==> src/rtl/encoder.sv <==
// Registered Hamming(7,4) encoder with selectable even/odd parity sense.
//
// Ports:
//   clk        rising-edge clock
//   rst        synchronous reset, active-high (clears b and out_valid)
//   select     parity sense: 0 = even, 1 = odd (parity bits inverted)
//   in_valid   qualifies a/select this cycle
//   a[3:0]     data nibble, a[0]=d1 .. a[3]=d4
//   b[6:0]     codeword, bit i = Hamming position i+1
//   out_valid  b holds a codeword captured from a valid input
//
// Optional build macro ENCODER_ERR_INJECT_EN adds:
//   inj_en     flip one codeword bit on a valid capture
//   inj_pos    1..7 selects b[0]..b[6]; 0 = no flip
module encoder (
    input  logic       clk,
    input  logic       rst,
    input  logic       select,
    input  logic       in_valid,
    input  logic [3:0] a,
`ifdef ENCODER_ERR_INJECT_EN
    input  logic       inj_en,
    input  logic [2:0] inj_pos,
`endif
    output logic [6:0] b,
    output logic       out_valid
);

    localparam int unsigned DATA_W = 4;
    localparam int unsigned CODE_W = 7;

    logic [DATA_W-1:0] d;
    logic              p1_c;
    logic              p2_c;
    logic              p4_c;
    logic [CODE_W-1:0] codeword_c;
    logic [CODE_W-1:0] flip_c;

    assign d = a;

    // Parity bits; odd sense simply inverts each check bit.
    always_comb begin
        p1_c = d[0] ^ d[1] ^ d[3] ^ select;
        p2_c = d[0] ^ d[2] ^ d[3] ^ select;
        p4_c = d[1] ^ d[2] ^ d[3] ^ select;
        codeword_c = {d[3], d[2], d[1], p4_c, d[0], p2_c, p1_c};
    end

    // Error-injection mask applied to the captured codeword.
`ifdef ENCODER_ERR_INJECT_EN
    always_comb begin
        flip_c = '0;
        if (inj_en && (inj_pos != 3'd0)) begin
            flip_c = CODE_W'(CODE_W'(1) << (inj_pos - 3'd1));
        end
    end
`else
    assign flip_c = '0;
`endif

    // Output register; reset overrides a concurrent valid input.
    always_ff @(posedge clk) begin
        if (rst) begin
            b         <= '0;
            out_valid <= 1'b0;
        end else begin
            out_valid <= in_valid;
            if (in_valid) begin
                b <= codeword_c ^ flip_c;
            end
        end
    end

endmodule

==> config.mk <==
export PLATFORM = sky130hd
export DESIGN_NAME = encoder
export DESIGN_NICKNAME = d
export VERILOG_FILES = /design/src/rtl/encoder.sv
export SDC_FILE = /design/constraint.sdc
export NUM_CORES = 1
export LEC_CHECK = 0
export ABC_AREA = 1
export CORE_AREA = 4 4 41 43
export CTS_CLUSTER_SIZE = 10
export DETAILED_ROUTE_END_ITERATION = 6
export DIE_AREA = 0 0 45 47
export PLACE_DENSITY_LB_ADDON = 0.05
export SLEW_MARGIN = 0
export SYNTH_ARGS = -nofsm -noshare
export SYNTH_HDL_FRONTEND = slang
export SYNTH_SLANG_ARGS = --single-unit
==> constraint.sdc <==
create_clock -name clk -period 0.8 [get_ports clk]
set_clock_uncertainty 0.2 [all_clocks]
set_input_delay 0.08 -clock clk [delete_from_list [all_inputs] [get_ports clk]]
set_output_delay 0.08 -clock clk [all_outputs]
set_load 0.1 [all_outputs]
==> results of run 1 <==
[where the power goes]
part           internal [mW]  switching [mW]  total (mW)
registers              0.421          0.0295       0.451
logic                  0.219           0.327       0.546
clock network          0.171           0.135       0.306
total                  0.812           0.492        1.30
[tightest hold or removal path, stage by stage]
cell	delay, ns
dlygate4sd2_1	0.21
buf_6	0.13
a211oi_2	0.04
[worst max-delay path by stage]
stage	cells after the start	slack (ns)	start	end
finish	1	-0.26	b[5]$_SDFFE_PP0P_	b[5]
global route	1	-0.29	b[0]$_SDFFE_PP0P_	b[0]
CTS	1	-0.27	b[4]$_SDFFE_PP0P_	b[4]
detailed placement	8	-0.58	a[3]	b[0]$_SDFFE_PP0P_
global placement	8	-0.59	a[3]	b[0]$_SDFFE_PP0P_
floorplan	2	-0.21	b[4]$_SDFFE_PP0P_	b[4]$_SDFFE_PP0P_
[cells by family (layout without fill, tap and decap cells)]
kind of cell,after synthesis,in the layout
DFF,8,8
and+or+nand+nor,47,47
AOI/OAI and AO/OA,4,4
buffers and inverters,11,36
[stage by stage]
step                hold slack [ns]  TNS, ns  total power [mW]
floorplan                    0.0373    -1.41             0.762
detailed placement            0.304    -3.98             0.980
global route                 0.0587    -3.02              1.39
finish                       0.0431    -2.56              1.30
CTS                          0.0434    -2.59              1.30
global placement              0.301    -3.92             0.976
[synthesized netlist by cell type]
cell      count  area share [%]
nor2_1       11             9.6
nand3_1       3             3.5
inv_2         3             2.6
buf_6         1             2.6
nand2_1      32              28
nand2_2       1             1.5
a211oi_1      2             3.5
a211oi_2      2             5.8
dfxtp_1       8              37
inv_1         6             5.2
clkbuf_1      1            0.87
[area by class of cell]
type,instances,share of cell area (%)
repair buffers,24,37.3
multi-input cells,51,30.9
flip-flops and latches,8,22.8
inverters,9,4.05
clock buffers,3,2.70
well taps,15,2.25
[registers in the layout (all words and copies together), names as in the netlist]
signal / cells
b: 7
out_valid: 1
[routing by layer]
metal,vias up,wire length (µm)
met2,14,446
met4,0,43
met5,-,0
met3,5,63
met1,203,398
li1,266,-
[repair_timing]
action                     4_1_cts  5_1_grt
setup buffers                    2        1
setup endpoints to repair       16       15
pin swaps                        2        7
resized for setup               10        9
==> metrics.cfg, run 1 <==
[status]
status=finished with violations
violations=negative setup slack

[critical_path]
crit_buf_inv=1
cp_slowest_stage_delay_ns=0.36
slowest_stage=dfxtp_4
timing.rr.start=b[0]$_SDFFE_PP0P_
r2r_slack_ns=-0.16
cp.arrival_ns=0.78
critPathMaxFanout=2
crit_path_cell_trace=buf_12
worstSetupStartpointType=flop
r2r_end=b[0]$_SDFFE_PP0P_
crit_path_end_kind=output port
crit_type=reg2out
required_ns=0.52
reg2reg_depth=5
cpLargestDelayFamily=flip-flops

[timing]
period_needed_ns=1.06
relSlewSlack_pct=88.4
finalWorstSetupSlack_ns=-0.259
setup_viol=15
slew_violations=0
period_share_pct=132
rsz0062_at_grt=true
tightest_slew_ns=0.174
finalHoldViolCount=0
fmax_mhz=944

[global_routing]
grtUsageMet3_pct=4.21
busiest_layer=met2
grt_start_max_net_pins=16
grt_pass1_vias=416
grt_pass1_wl_um=1640
gr-total-overflow=0
grt_util_met2_pct=17.5
track_usage_pct=11.2
gr-usage-met1_pct=11.6
antenna_found_initial=0

[floorplan]
die_area_um2=2120
io_pins=16
die_y_um=47
core_um2=1300
die_w_um=45
row_count=13
start_util_pct=33.2

[min_path]
hold_depth=3
min_to=b[5]$_SDFFE_PP0P_
hp-start=rst
worstHoldPathType=in2reg

[layout]
area_growth_pct=93.3
drive_gt1_share_pct=43.2
layout_common_cells=32 x nand2_1, 9 x buf_12, 8 x dfxtp_4
nets=105
instances_no_fill=110
fin_area_um2=835
fillers=118
diodes=0
regArea_um2=190
final_common_cell=nand2_1
multi_input_area_um2=258
final_util_pct=64.1

[clocking]
clockBufferDepth=2
htree_levels=1
numClockSinks=8
tritoncts=done
ctsHoldBuffers=0
clk_pin_slew_ns=0.05
insertion_delay_ns=0.25
numCtsBuffers=3
root_buffer=clkbuf_4

[run]
maxCapViolCount=0

[detailed_routing]
drt_iter0_markers=3
drc=0
vias=488
wl_um=952
ant_nets=0
wire_per_inst_um=8.65
via_per_inst=4.44
dr.pass1.iters=2

[yosys]
netlist_instances=70
synth_mux_area_share_pct=0
synth_adder_area_share_pct=0
yosys.area_share.simple_pct=42.3
syn_avg_cell_area_um2=6.17
seq_area_frac_synth_pct=37.1
ys_ff_latch=8
synth_top_family_by_area=simple AND/OR/NAND/NOR gates
ys_types=11
synthesis.area_um2=432
synth_compound_area_share_pct=9.28
syn-num-nets=78
yosys_warnings=0
synth_xor_area_share_pct=0

[place]
gp_congestion=0.807
place_inst=104
hpwlAfterDp_um=769
placed_cell_area_um2=758
numPortBuffers=15
pre_cts_ws_ns=-0.584

[power_and_ir_drop]
p_per_area_nw_per_um2=1560
power.leakage_nw=0.420
ir_drop_v=0.000803

Note: power is estimated with default switching activity, not from simulation.
==> inputs of run 2 (changes only) <==
- CELL_PAD_IN_SITES_DETAIL_PLACEMENT: unset -> 0
- CELL_PAD_IN_SITES_GLOBAL_PLACEMENT: unset -> 1
- CORE_AREA: 4 4 41 43 -> unset
- CORE_UTILIZATION: unset -> 24
- DIE_AREA: 0 0 45 47 -> unset
==> run 2 against run 1 <==
  * The flow still finishes with violations (negative setup slack)
  * Total power is 1.6% higher
  * Setup slack lost 0.00051 ns
  * Wire length is 9.5% higher
  * Global-route usage rose by 1.5 points
  * Combinational power increased by 4.4%
  * Design area rose by 5.5%
  * Sequential share of layout area is 1.2 points lower
  * First-iteration DRC count rose by 67%
  * Critical path type unchanged
  * Critical endpoint is now b[3]
  * Largest cell class unchanged
  * Largest power group unchanged
==> metrics.cfg, run 2 (synthesis results as in run 1) <==
[clocking]
numClockSinks=8  ; unchanged
tritoncts=done  ; unchanged
ctsHoldBuffers=0  ; unchanged
clockBufferDepth=2  ; unchanged
root_buffer=clkbuf_4  ; unchanged
clk_pin_slew_ns=0.05  ; about the same
htree_levels=1  ; unchanged
numCtsBuffers=3  ; unchanged
insertion_delay_ns=0.25  ; about the same

[power_and_ir_drop]
power.leakage_nw=0.441  ; was 0.420 nW
p_sw_mw=0.493  ; was 0.492 mW
power_frac_seq_pct=34.0  ; was 34.6%
total_power_mw=1.32  ; was 1.30 mW
p_int_mw=0.831  ; was 0.812 mW
pwr-share-comb_pct=43.0  ; was 41.9%
ir_drop_v=0.00116  ; was 0.000803 V
p_sw_share_pct=37.2  ; was 37.7%
p_per_area_nw_per_um2=1500  ; was 1560 nW/µm²
power_frac_clock_pct=22.9  ; was 23.5%

[timing]
setup_viol=15  ; unchanged
relSlewSlack_pct=88.7  ; was 88.4%
slew_violations=0  ; unchanged
period_share_pct=132  ; about the same
hold_slack_ns=0.0409  ; was 0.0431 ns
finalHoldViolCount=0  ; unchanged
setup_tns_ns=-2.52  ; was -2.56 ns
fmax_mhz=944  ; about the same
tightest_slew_ns=0.169  ; was 0.174 ns
period_needed_ns=1.06  ; about the same
rsz0062_at_grt=true  ; unchanged
finalWorstSetupSlack_ns=-0.260  ; was -0.259 ns

[place]
numPortBuffers=15  ; unchanged
placed_cell_area_um2=777  ; was 758 µm²
hpwlAfterDp_um=760  ; was 769 µm
place_inst=114  ; was 104
pre_cts_ws_ns=-0.647  ; was -0.584 ns
gp_congestion=0.751  ; was 0.807

[layout]
area_growth_pct=104  ; was 93.3%
nets=107  ; was 105
largest_reg_flops=7  ; unchanged
fillers=164  ; was 118
reg_top3=b: 7 flops, out_valid: 1 flops  ; unchanged
final_util_pct=55.3  ; was 64.1%
layout_common_cells=30 x nand2_1, 9 x buf_12, 8 x dfxtp_4, 8 x buf_4  ; was 32 x nand2_1, 9 x buf_12, 8 x dfxtp_4
drive_gt1_share_pct=49.5  ; was 43.2%
final_common_cell=nand2_1  ; unchanged
largest-register=b  ; unchanged
fin_area_um2=881  ; was 835 µm²
instances_no_fill=121  ; was 110
diodes=0  ; unchanged

[run]
maxCapViolCount=0  ; unchanged

[min_path]
hp-start=rst  ; unchanged
min_to=b[4]$_SDFFE_PP0P_  ; was b[5]$_SDFFE_PP0P_
worstHoldPathType=in2reg  ; unchanged
hold_depth=3  ; unchanged

[global_routing]
grt_start_max_net_pins=9  ; was 16
track_usage_pct=12.7  ; was 11.2%
grt_pass1_wl_um=1770  ; was 1640 µm
gr-total-overflow=0  ; unchanged
grt_pass1_vias=459  ; was 416
antenna_found_initial=0  ; unchanged

[critical_path]
cp_slowest_stage_delay_ns=0.36  ; about the same
reg2reg_depth=3  ; was 5
crit_type=reg2out  ; unchanged
slowest_stage=dfxtp_4  ; unchanged
crit_buf_inv=1  ; unchanged
required_ns=0.52  ; about the same
r2r_slack_ns=-0.14  ; was -0.16 ns
r2r_end=b[4]$_SDFFE_PP0P_  ; was b[0]$_SDFFE_PP0P_
worstSetupStartpointType=flop  ; unchanged
cp.arrival_ns=0.78  ; about the same
cpLargestDelayFamily=flip-flops  ; unchanged
critPathMaxFanout=2  ; unchanged
crit_path_cell_trace=buf_12  ; unchanged
crit_path_end_kind=output port  ; unchanged
timing.rr.start=b[4]$_SDFFE_PP0P_  ; was b[0]$_SDFFE_PP0P_

[detailed_routing]
wire_per_inst_um=8.61  ; was 8.65 µm
dr.pass1.iters=2  ; unchanged
wl_um=1040  ; was 952 µm
ant_nets=0  ; unchanged
vias=502  ; was 488
via_per_inst=4.15  ; was 4.44
drt_iter0_markers=5  ; was 3
drc=0  ; unchanged

[floorplan]
die_y_um=44.4  ; was 47 µm
start_util_pct=27.1  ; was 33.2%
row_count=14  ; was 13
core_um2=1590  ; was 1300 µm²
die_area_um2=1970  ; was 2120 µm²
io_pins=16  ; unchanged
die_w_um=44.4  ; was 45 µm

[status]
violations=negative setup slack  ; unchanged
status=finished with violations  ; unchanged

run 2: worst max-delay path by stage:
stage / from / to / slack (ns) / depth (start not counted)
CTS: b[1]$_SDFFE_PP0P_ / b[1] / -0.26 / 1
global placement: a[3] / b[0]$_SDFFE_PP0P_ / -0.64 / 8
floorplan: b[4]$_SDFFE_PP0P_ / b[4]$_SDFFE_PP0P_ / -0.21 / 2
finish: b[3]$_SDFFE_PP0P_ / b[3] / -0.26 / 1
global route: b[0]$_SDFFE_PP0P_ / b[0] / -0.29 / 1
detailed placement: a[3] / b[0]$_SDFFE_PP0P_ / -0.65 / 8
run 2: what timing repair did:
| item | in CTS | in global routing |
|---|---|---|
| buffers inserted | 2 | 1 |
| setup endpoints to repair | 16 | 15 |
| pin swaps | 5 | 3 |
| endpoints found under the hold margin | 0 | 0 |
| resized for setup | 17 | 7 |
| cloned | 1 | 0 |
run 2: final cells by class:
| type | instances | area, µm² | share of cell area, % |
|---|---|---|---|
| Clock buffer | 3 | 22.5 | 2.56 |
| Sequential cell | 8 | 190 | 21.6 |
| Multi-Input combinational cell | 51 | 255 | 29.0 |
| Tap cell | 24 | 30.0 | 3.41 |
| Timing Repair Buffer | 26 | 349 | 39.6 |
| Inverter | 9 | 33.8 | 3.84 |
run 2: power by group through the flow:
stage                     registers, mW  logic (mW)  clock network, mW
after global routing              0.453       0.604              0.362
final                             0.451       0.570              0.304
after floorplan                   0.648       0.114                  0
after detailed placement          0.460       0.527                  0
after CTS                         0.450       0.562              0.319
after global placement            0.458       0.528                  0
run 2: metal layers:
layer / part of all wire (%) / vias to the layer above / global-route usage, % / routed length [µm]
li1: - / 268 / - / -
met1: 46 / 221 / 14.7 / 478
met2: 48 / 11 / 20.0 / 501
met3: 5.4 / 2 / 7.35 / 56
met4: 0.58 / 0 / 3.64 / 6
met5: 0 / - / 0 / 0
